$ cat src/rtl/dsp_mac_pkg.sv
// Shared types and constants for the DSP48A1 dot-product sequencer.
package dsp_mac_pkg;

   typedef enum logic [1:0] {
      S_IDLE  = 2'd0,
      S_ACCUM = 2'd1,
      S_DRAIN = 2'd2,
      S_HOLD  = 2'd3
   } state_t;

   // OPMODE values: X=M with Z=0 restarts the sum, X=M with Z=P accumulates.
   localparam logic [7:0] OPM_MUL_ONLY = 8'h01;
   localparam logic [7:0] OPM_MUL_ACC  = 8'h09;

   // Cycles from operand accept to updated P, and from accept to the OPMODE slot.
   localparam int MAC_LAT = 3;
   localparam int OPM_DLY = 1;

   // One token per accepted operand pair, tracking it through the M and P slots.
   typedef struct packed {
      logic vld;
      logic first;
      logic last;
   } tok_t;

endpackage

$ cat src/rtl/dsp_mac_token_pipe.sv
// Shift register of {valid, first, last} tokens that lines up clock enables
// with the slice's internal register stages. Synchronous clear drops all tokens.
module dsp_mac_token_pipe
   import dsp_mac_pkg::*;
#(
   parameter int STAGES = 2
) (
   input  logic                CLK,
   input  logic                RST,
   input  tok_t                i_tok,
   output tok_t [STAGES-1:0]   o_tok
);

   tok_t [STAGES-1:0] r_tok;

   // Advance tokens one slot per cycle; index 0 is the slot right after accept.
   always_ff @(posedge CLK) begin
      if (RST) begin
         r_tok <= '0;
      end else begin
         r_tok[0] <= i_tok;
         for (int i = 1; i < STAGES; i++) begin
            r_tok[i] <= r_tok[i-1];
         end
      end
   end

   assign o_tok = r_tok;

endmodule

$ cat src/rtl/dsp_mac_sequencer.sv
// Control stage for one DSP48A1 slice computing an unsigned dot product.
// Operands pass straight to the slice A/B pins; tokens drive CEM/CEOPMODE/CEP,
// and the final P is captured into a held valid/ready result register.
module dsp_mac_sequencer
   import dsp_mac_pkg::*;
#(
   parameter int WIDTH_2 = 18,
   parameter int WIDTH_4 = 48,
   parameter int LEN_W   = 16
) (
   input  logic               CLK,
   input  logic               RST,
   input  logic               in_valid,
   output logic               in_ready,
   input  logic [WIDTH_2-1:0] in_a,
   input  logic [WIDTH_2-1:0] in_b,
   input  logic               in_last,
   output logic [WIDTH_2-1:0] dsp_a,
   output logic [WIDTH_2-1:0] dsp_b,
   output logic               dsp_cea,
   output logic               dsp_ceb,
   output logic               dsp_cem,
   output logic               dsp_ceopmode,
   output logic [7:0]         dsp_opmode,
   output logic               dsp_cep,
   input  logic [WIDTH_4-1:0] dsp_p,
   output logic               out_valid,
   input  logic               out_ready,
   output logic [WIDTH_4-1:0] out_data,
   output logic [LEN_W-1:0]   out_len
);

   localparam int TOK_STAGES = MAC_LAT - OPM_DLY;

   function automatic logic [LEN_W-1:0] sat_inc(input logic [LEN_W-1:0] v);
      return (&v) ? v : v + LEN_W'(1);
   endfunction

   state_t                  r_state;
   state_t                  w_state_nxt;
   logic                    r_in_ready;
   logic                    w_accept;
   logic                    w_first;
   tok_t                    w_tok_in;
   tok_t [TOK_STAGES-1:0]   w_tok;
   logic                    r_cap_p2;
   logic [7:0]              r_opmode;
   logic [LEN_W-1:0]        r_count;
   logic                    r_out_valid;
   logic [WIDTH_4-1:0]      r_out_data;
   logic [LEN_W-1:0]        r_out_len;
   logic                    w_unused_tok;

   // Ready is forced low while reset is held so nothing is accepted then.
   assign in_ready = r_in_ready & ~RST;
   assign w_accept = in_valid & in_ready;
   assign w_first  = (r_state == S_IDLE);
   assign w_tok_in = '{vld: w_accept, first: w_first, last: in_last};

   assign dsp_a        = in_a;
   assign dsp_b        = in_b;
   assign dsp_cea      = w_accept;
   assign dsp_ceb      = w_accept;
   assign dsp_cem      = w_tok[0].vld;
   assign dsp_ceopmode = w_tok[0].vld;
   assign dsp_cep      = w_tok[TOK_STAGES-1].vld;
   assign dsp_opmode   = r_opmode;

   assign out_valid = r_out_valid;
   assign out_data  = r_out_data;
   assign out_len   = r_out_len;

   // The OPMODE choice is made at accept time, so these token bits have no reader.
   assign w_unused_tok = ^{w_tok[0].first, w_tok[0].last, w_tok[TOK_STAGES-1].first};

   dsp_mac_token_pipe #(
      .STAGES (TOK_STAGES)
   ) u_tok_pipe (
      .CLK   (CLK),
      .RST   (RST),
      .i_tok (w_tok_in),
      .o_tok (w_tok)
   );

   // Next-state logic: collect pairs, wait for the last token to reach P, hold result.
   always_comb begin
      w_state_nxt = r_state;
      case (r_state)
         S_IDLE: begin
            if (w_accept) w_state_nxt = in_last ? S_DRAIN : S_ACCUM;
         end
         S_ACCUM: begin
            if (w_accept && in_last) w_state_nxt = S_DRAIN;
         end
         S_DRAIN: begin
            if (r_cap_p2) w_state_nxt = S_HOLD;
         end
         S_HOLD: begin
            if (out_ready) w_state_nxt = S_IDLE;
         end
         default: w_state_nxt = S_IDLE;
      endcase
   end

   // State register; ready follows the state being entered.
   always_ff @(posedge CLK) begin
      if (RST) begin
         r_state    <= S_IDLE;
         r_in_ready <= 1'b0;
      end else begin
         r_state    <= w_state_nxt;
         r_in_ready <= (w_state_nxt == S_IDLE) || (w_state_nxt == S_ACCUM);
      end
   end

   // OPMODE for the slot after accept: first pair restarts the sum with Z=0.
   always_ff @(posedge CLK) begin
      if (RST) begin
         r_opmode <= 8'h00;
      end else if (w_accept) begin
         r_opmode <= w_tok_in.first ? OPM_MUL_ONLY : OPM_MUL_ACC;
      end
   end

   // Pair counter: restarts at 1 on a vector's first pair and saturates.
   always_ff @(posedge CLK) begin
      if (RST) begin
         r_count <= '0;
      end else if (w_accept) begin
         r_count <= w_first ? LEN_W'(1) : sat_inc(r_count);
      end
   end

   // Flags the cycle in which P already contains the last pair's contribution.
   always_ff @(posedge CLK) begin
      if (RST) begin
         r_cap_p2 <= 1'b0;
      end else begin
         r_cap_p2 <= w_tok[TOK_STAGES-1].vld & w_tok[TOK_STAGES-1].last;
      end
   end

   // Result register: capture P once, hold it until the consumer takes it.
   always_ff @(posedge CLK) begin
      if (RST) begin
         r_out_valid <= 1'b0;
         r_out_data  <= '0;
         r_out_len   <= '0;
      end else if ((r_state == S_DRAIN) && r_cap_p2) begin
         r_out_valid <= 1'b1;
         r_out_data  <= dsp_p;
         r_out_len   <= r_count;
      end else if ((r_state == S_HOLD) && out_ready) begin
         r_out_valid <= 1'b0;
      end
   end

endmodule
$ cat config.mk
export PLATFORM = sky130hd
export DESIGN_NAME = dsp_mac_sequencer
export DESIGN_NICKNAME = d
export VERILOG_FILES = /design/src/rtl/dsp_mac_pkg.sv /design/src/rtl/dsp_mac_token_pipe.sv /design/src/rtl/dsp_mac_sequencer.sv
export SDC_FILE = /design/constraint.sdc
export NUM_CORES = 1
export LEC_CHECK = 0
export CELL_PAD_IN_SITES_DETAIL_PLACEMENT = 0
export CELL_PAD_IN_SITES_GLOBAL_PLACEMENT = 1
export CORE_MARGIN = 2
export CORE_UTILIZATION = 24
export DETAILED_ROUTE_END_ITERATION = 16
export GPL_TIMING_DRIVEN = 0
export MAX_ROUTING_LAYER = met4
export PLACE_DENSITY_LB_ADDON = 0.1
export SYNTH_ARGS = -nofsm -noshare
export SYNTH_HDL_FRONTEND = slang
export SYNTH_SLANG_ARGS = --single-unit
$ cat constraint.sdc
create_clock -name CLK -period 1.5 [get_ports CLK]
set_input_delay 0.15 -clock CLK [delete_from_list [all_inputs] [get_ports CLK]]
set_output_delay 0.15 -clock CLK [all_outputs]
set_load 0.01 [all_outputs]
# [Yosys cells after proc, flatten, opt, wreduce, memory -nomap -nowiden]
# Cells that the tools add are included.
[op_classes] reduce_logical=9 n_addsub=1 bitwise_logic=4 eq_ne=5 mux=11
[op_table] op="16-bit 2-to-1 mux" n=2
[op_table] op="16-bit by 1-bit adder with 16-bit output (second input constant)" n=1
[op_table] op="16-bit AND reduction" n=1
[op_table] op="2-bit 2-to-1 mux" n=5
[op_table] op="2-bit case mux with 4 select lines" n=1
[op_table] op="2-bit by 1-bit equality test with 1-bit output (second input constant)" n=2
[op_table] op="2-bit equality test (second input constant)" n=2
[op_table] op="2-bit logical NOT" n=2
[op_table] op="4-bit 2-to-1 mux" n=1
[op_table] op="1-bit AND" n=3
[op_table] op="1-bit logical AND" n=3
[op_table] op="1-bit 2-to-1 mux" n=2
[op_table] op="2-bit inequality test (second input constant)" n=1
[op_table] op="2-bit AND reduction" n=1
[op_table] op="2-bit nonzero test" n=1
[op_table] op="1-bit logical OR" n=1
[op_table] op="1-bit inverter" n=1
[totals] reg_bits=97 input_bits=89

# [Longest topological paths before layout]
[logic_depth] ltp_word=8 ltp_mapped=8

# [Modules after synthesis]
# Synthesis repeated with hierarchy kept, for this count alone.
[hier_totals] hier_cells=485 hier_area_um2=3941.3
[by_module_without_submodules] mod="dsp_mac_sequencer" area_each_um2=3783.6 instances=1 cells_each=473
[by_module_without_submodules] mod="dsp_mac_token_pipe" area_each_um2=157.7 instances=1 cells_each=12

# [Least setup slack after synthesis]
# No wires, ideal clock.
[synth_path] path_kind="register to register" start="reg r_count[0]" end="reg r_count[6]" t_arrival_ns=1.579 stages_incl_launch_ff=8 synth_period_minus_slack_ns=1.695 path_slack_ns=-0.195 t_required_ns=1.384 setup_ns=0.116 path_buffers=1 cell_sequence="dfxtp_1 -> ha_1 -> nand2_1 -> nor4_4 -> a21oi_2 -> buf_4 -> nor3b_1 -> a31o_1"
[synth_between] elab_chain_cells=3 elab_cells_between_ends=6 classes_between="1 x add/sub; 1 x eq/ne; 2 x mux; 2 x reduce/logical"
[synth_lines] item="start, declared" line_no="dsp_mac_sequencer.sv:48" text="logic [LEN_W-1:0] r_count;"
[synth_lines] item="start signal, assigned" line_no="dsp_mac_sequencer.sv:130" text="r_count <= w_first ? LEN_W'(1) : sat_inc(r_count);"
[synth_lines] item="16-bit by 1-bit adder with 16-bit output or 16-bit AND reduction (tied branches)" line_no="dsp_mac_sequencer.sv:36" text="return (&v) ? v : v + LEN_W'(1);"
[synth_lines] item="16-bit 2-to-1 mux or 2-bit inequality test (tied branches)"
[synth_lines] item="16-bit 2-to-1 mux or 2-bit AND reduction (tied branches)"
# Several ways; a longest one is shown, not always the timed one. The select of a mux whose other input is x is not followed.
# A chain may end at the register's enable or synchronous reset.

# [Final worst setup path]
[layout_path] start="reg r_count[1]" end="reg r_count[6]"
# The elaborated chain is that of the path after synthesis.

==> results.toml <==
[final_layout]
ff_latch_area_sq_um = 1870
multi_input_area_sq_um = 1680
syn2layout_area_growth_pct = 69.4
layout-drive-gt1-share_pct = 23.0
n_antenna_cell = 0
mostFrequentLayoutCells = "156 x clkdlybuf4s50_1, 141 x nand2_1, 75 x dfxtp_1, 72 x a21oi_1, 67 x buf_4"
nets = 760
final_common_cell = "clkdlybuf4s50_1"
fill_cells = 1593
fin_cells = 891

[routing]
wl_per_cell_microns = 13.1
initialDrtViolationCount = 94
ant_nets = 0
num_vias = 3780
drt_wl_total_mm = 11.7
firstDrtPassIters = 4
drcViolationCount = 0
post_drt_via_cell_ratio = 4.24

[global_routing]
antenna_found_initial = 0
grt_pass1_wl_mm = 17.8
grt_use_total_pct = 13.8
grt_pass1_vias = 3596
gr-total-overflow = 0
grt_max_degree = 14

[power]
p_leak_nw = 2.39
powerDensity_nw_per_um2 = 811
ir_drop_mv = 0.509
power_mw = 5.23

[timing]
setup_viol = 15
finClkSkew_ns = 0.00875
max_freq_mhz = 608
setup_ws_ns = -0.144
rsz0062_at_grt = "yes"
max_slew_margin_pct = 51.8
min_period_ns = 1.64
setup_tns_ns = -1.36
worst_pin_slew_ns = 0.723
final.period_utilization_pct = 110
drv_slew = 0
final_hold_viol_count = 0
whs_ns = 0.253

[floorplan]
die_area_sq_um = 16900
die_x_microns = 130
coreArea_sq_um = 15700
die_y_microns = 130
ios = 204
row_count = 46
initial_core_util_pct = 24.2

[logic_synthesis]
synth_top_family_by_area = "simple AND/OR/NAND/NOR gates"
synthMuxAreaShare_pct = 0.526
synth-simple-area-share_pct = 21.6
synth_edf_count = 0
synth_compound_area_share_pct = 16.8
synth-adder-area-share_pct = 0.329
synth-async-reset-ratio_pct = 0
netlist_instances = 471
synth-warning-count = 0
synthesis.area_sq_um = 3800
yosys_most_used_dff = "dfxtp_1"
ys_ff_latch = 91
syn-mean-instance-area_sq_um = 8.08
synth_xor_area_share_pct = 0
yosysUniqueCellTypes = 43
seq_area_frac_synth_pct = 47.9

[placed_design]
gp_congestion = 0.792
port_buffers = 160
placed_cells = 852
hpwlAfterDp_mm = 8.36

[clocking]
root_buffer = "clkbuf_16"
htreeDepth = 3
clock_sinks = 91
cts_tree = "built"
clk_path_buf_depth = 2
clk_latency_ns = 0.34
clk_pin_slew_ns = 0.07
cts_buffers = 9

[worst_setup_path]
r2r-end = "r_count[6]"
rr_startpoint = "r_count[1]"
critPathMaxFanout = 5
crit_path_start_kind = "flop"
cp_data_arrival_time_ns = 1.88
crit_type = "flop to flop"
cp.required_ns = 1.74
reg2reg_depth = 8
r2r_setup_slack_ns = -0.14
end_kind = "flop"

[outcome]
status = "finished with violations"
violations = "negative setup slack"

[job]
max_cap_viol_count = 0

[min_path]
min_from = "RST"
worstHoldEndpoint = "r_count[9]"
hp-class = "primary input to flop"
hold-path-cell-count = 3
## Yosys cell counts, types with 2 or more instances
master    instances  share of area, %
a21o_1            2              0.39
a21oi_1          75               9.9
a21oi_2           2              0.46
a311oi_1          4              0.92
a311oi_2          2              0.79
a31oi_1           3              0.49
and2_1            4              0.66
and3_1            4              0.66
buf_2             4              0.53
buf_4            45               8.9
clkbuf_1         24               2.4
dfxtp_1          91                48
inv_1             7              0.69
mux2i_1           2              0.53
nand2_1         144                14
nand3_1           3              0.39
nand4_1           5              0.82
nor2_1           14               1.4
nor2b_1           4              0.66
nor3_2            2              0.53
o211a_1           2              0.53
o211ai_1          2              0.39
o21ai_0           4              0.53
or2_1             3              0.49
## worst max-delay path, cell delays in order, from the launching register on
cell     delay, ns
dfxtp_4       0.37
ha_4          0.16
nand2_4       0.06
nor4_4        0.24
buf_4         0.18
a21oi_4       0.07
buf_6         0.14
nor3b_4       0.14
a31o_1        0.18
## flip-flops by register name (all words and copies together) (netlist names)
register          count
out_data             48
out_len              16
r_cap_p2              1
r_state               2
r_in_ready            1
dsp_opmode            2
r_count              16
u_tok_pipe.o_tok      4
out_valid             1
## per-stage QoR
stage               instance area (sq um)  util (%)  worst slack (ns)
global route                         6440      41.0            -0.200
detailed placement                   5760      36.7            -0.521
floorplan                            3890         -           -0.0540
CTS                                  6300      40.1            -0.119
global placement                     5760      36.7            -0.514
finish                               6440      41.0            -0.144
## final cells by class
type / count / area share, %
Tap cell: 216 / 4.19
Inverter: 7 / 0.466
Clock inverter: 2 / 0.544
Timing Repair Buffer: 187 / 28.3
Clock buffer: 14 / 3.94
Buffer: 70 / 7.44
Multi-Input combinational cell: 304 / 26.1
Sequential cell: 91 / 29.0
## where the power goes
group	internal (mW)	switching (mW)
Combinational	0.341	0.203
Clock	1.34	0.922
Sequential	2.41	0.00866
Total	4.09	1.13
## logic make-up (layout without fill, tap and decap cells)
logic type               after synthesis  after routing
other                                  1              6
flip-flops                            91             91
adder cells (fa/ha/maj)                1              1
AND/OR/NAND/NOR                      188            188
multiplexers                           2              2
AO/OA/AOI/OAI                        107            107
buffers and inverters                 81            280
## routing by layer
| metal | track usage (%) | routed length, microns | vias up |
|---|---|---|---|
| met4 | 3.98 | 145 | 0 |
| met2 | 22.7 | 5410 | 137 |
| met5 | - | 0 | - |
| li1 | - | - | 1914 |
| met1 | 16.7 | 5330 | 1719 |
| met3 | 3.36 | 781 | 10 |
## repair_timing
| item | in CTS | in global routing |
|---|---|---|
| hold buffers | 0 | 0 |
| endpoints found under the setup margin | 84 | 66 |
| buffers inserted | 16 | 10 |
| pin swaps | 9 | 15 |
| resized for setup | 57 | 26 |
| cloned | 2 | 0 |
## worst max-delay path by stage
| stage | startpoint | cells past startpoint | end |
|---|---|---|---|
| floorplan | r_state[0] | 7 | r_count[1] |
| global placement | in_valid | 8 | r_count[9] |
| detailed placement | in_valid | 8 | r_count[9] |
| CTS | r_count[9] | 7 | r_count[6] |
| global route | r_count[1] | 8 | r_count[6] |
| finish | r_count[1] | 8 | r_count[6] |
Power figures use the tool's default switching activity.
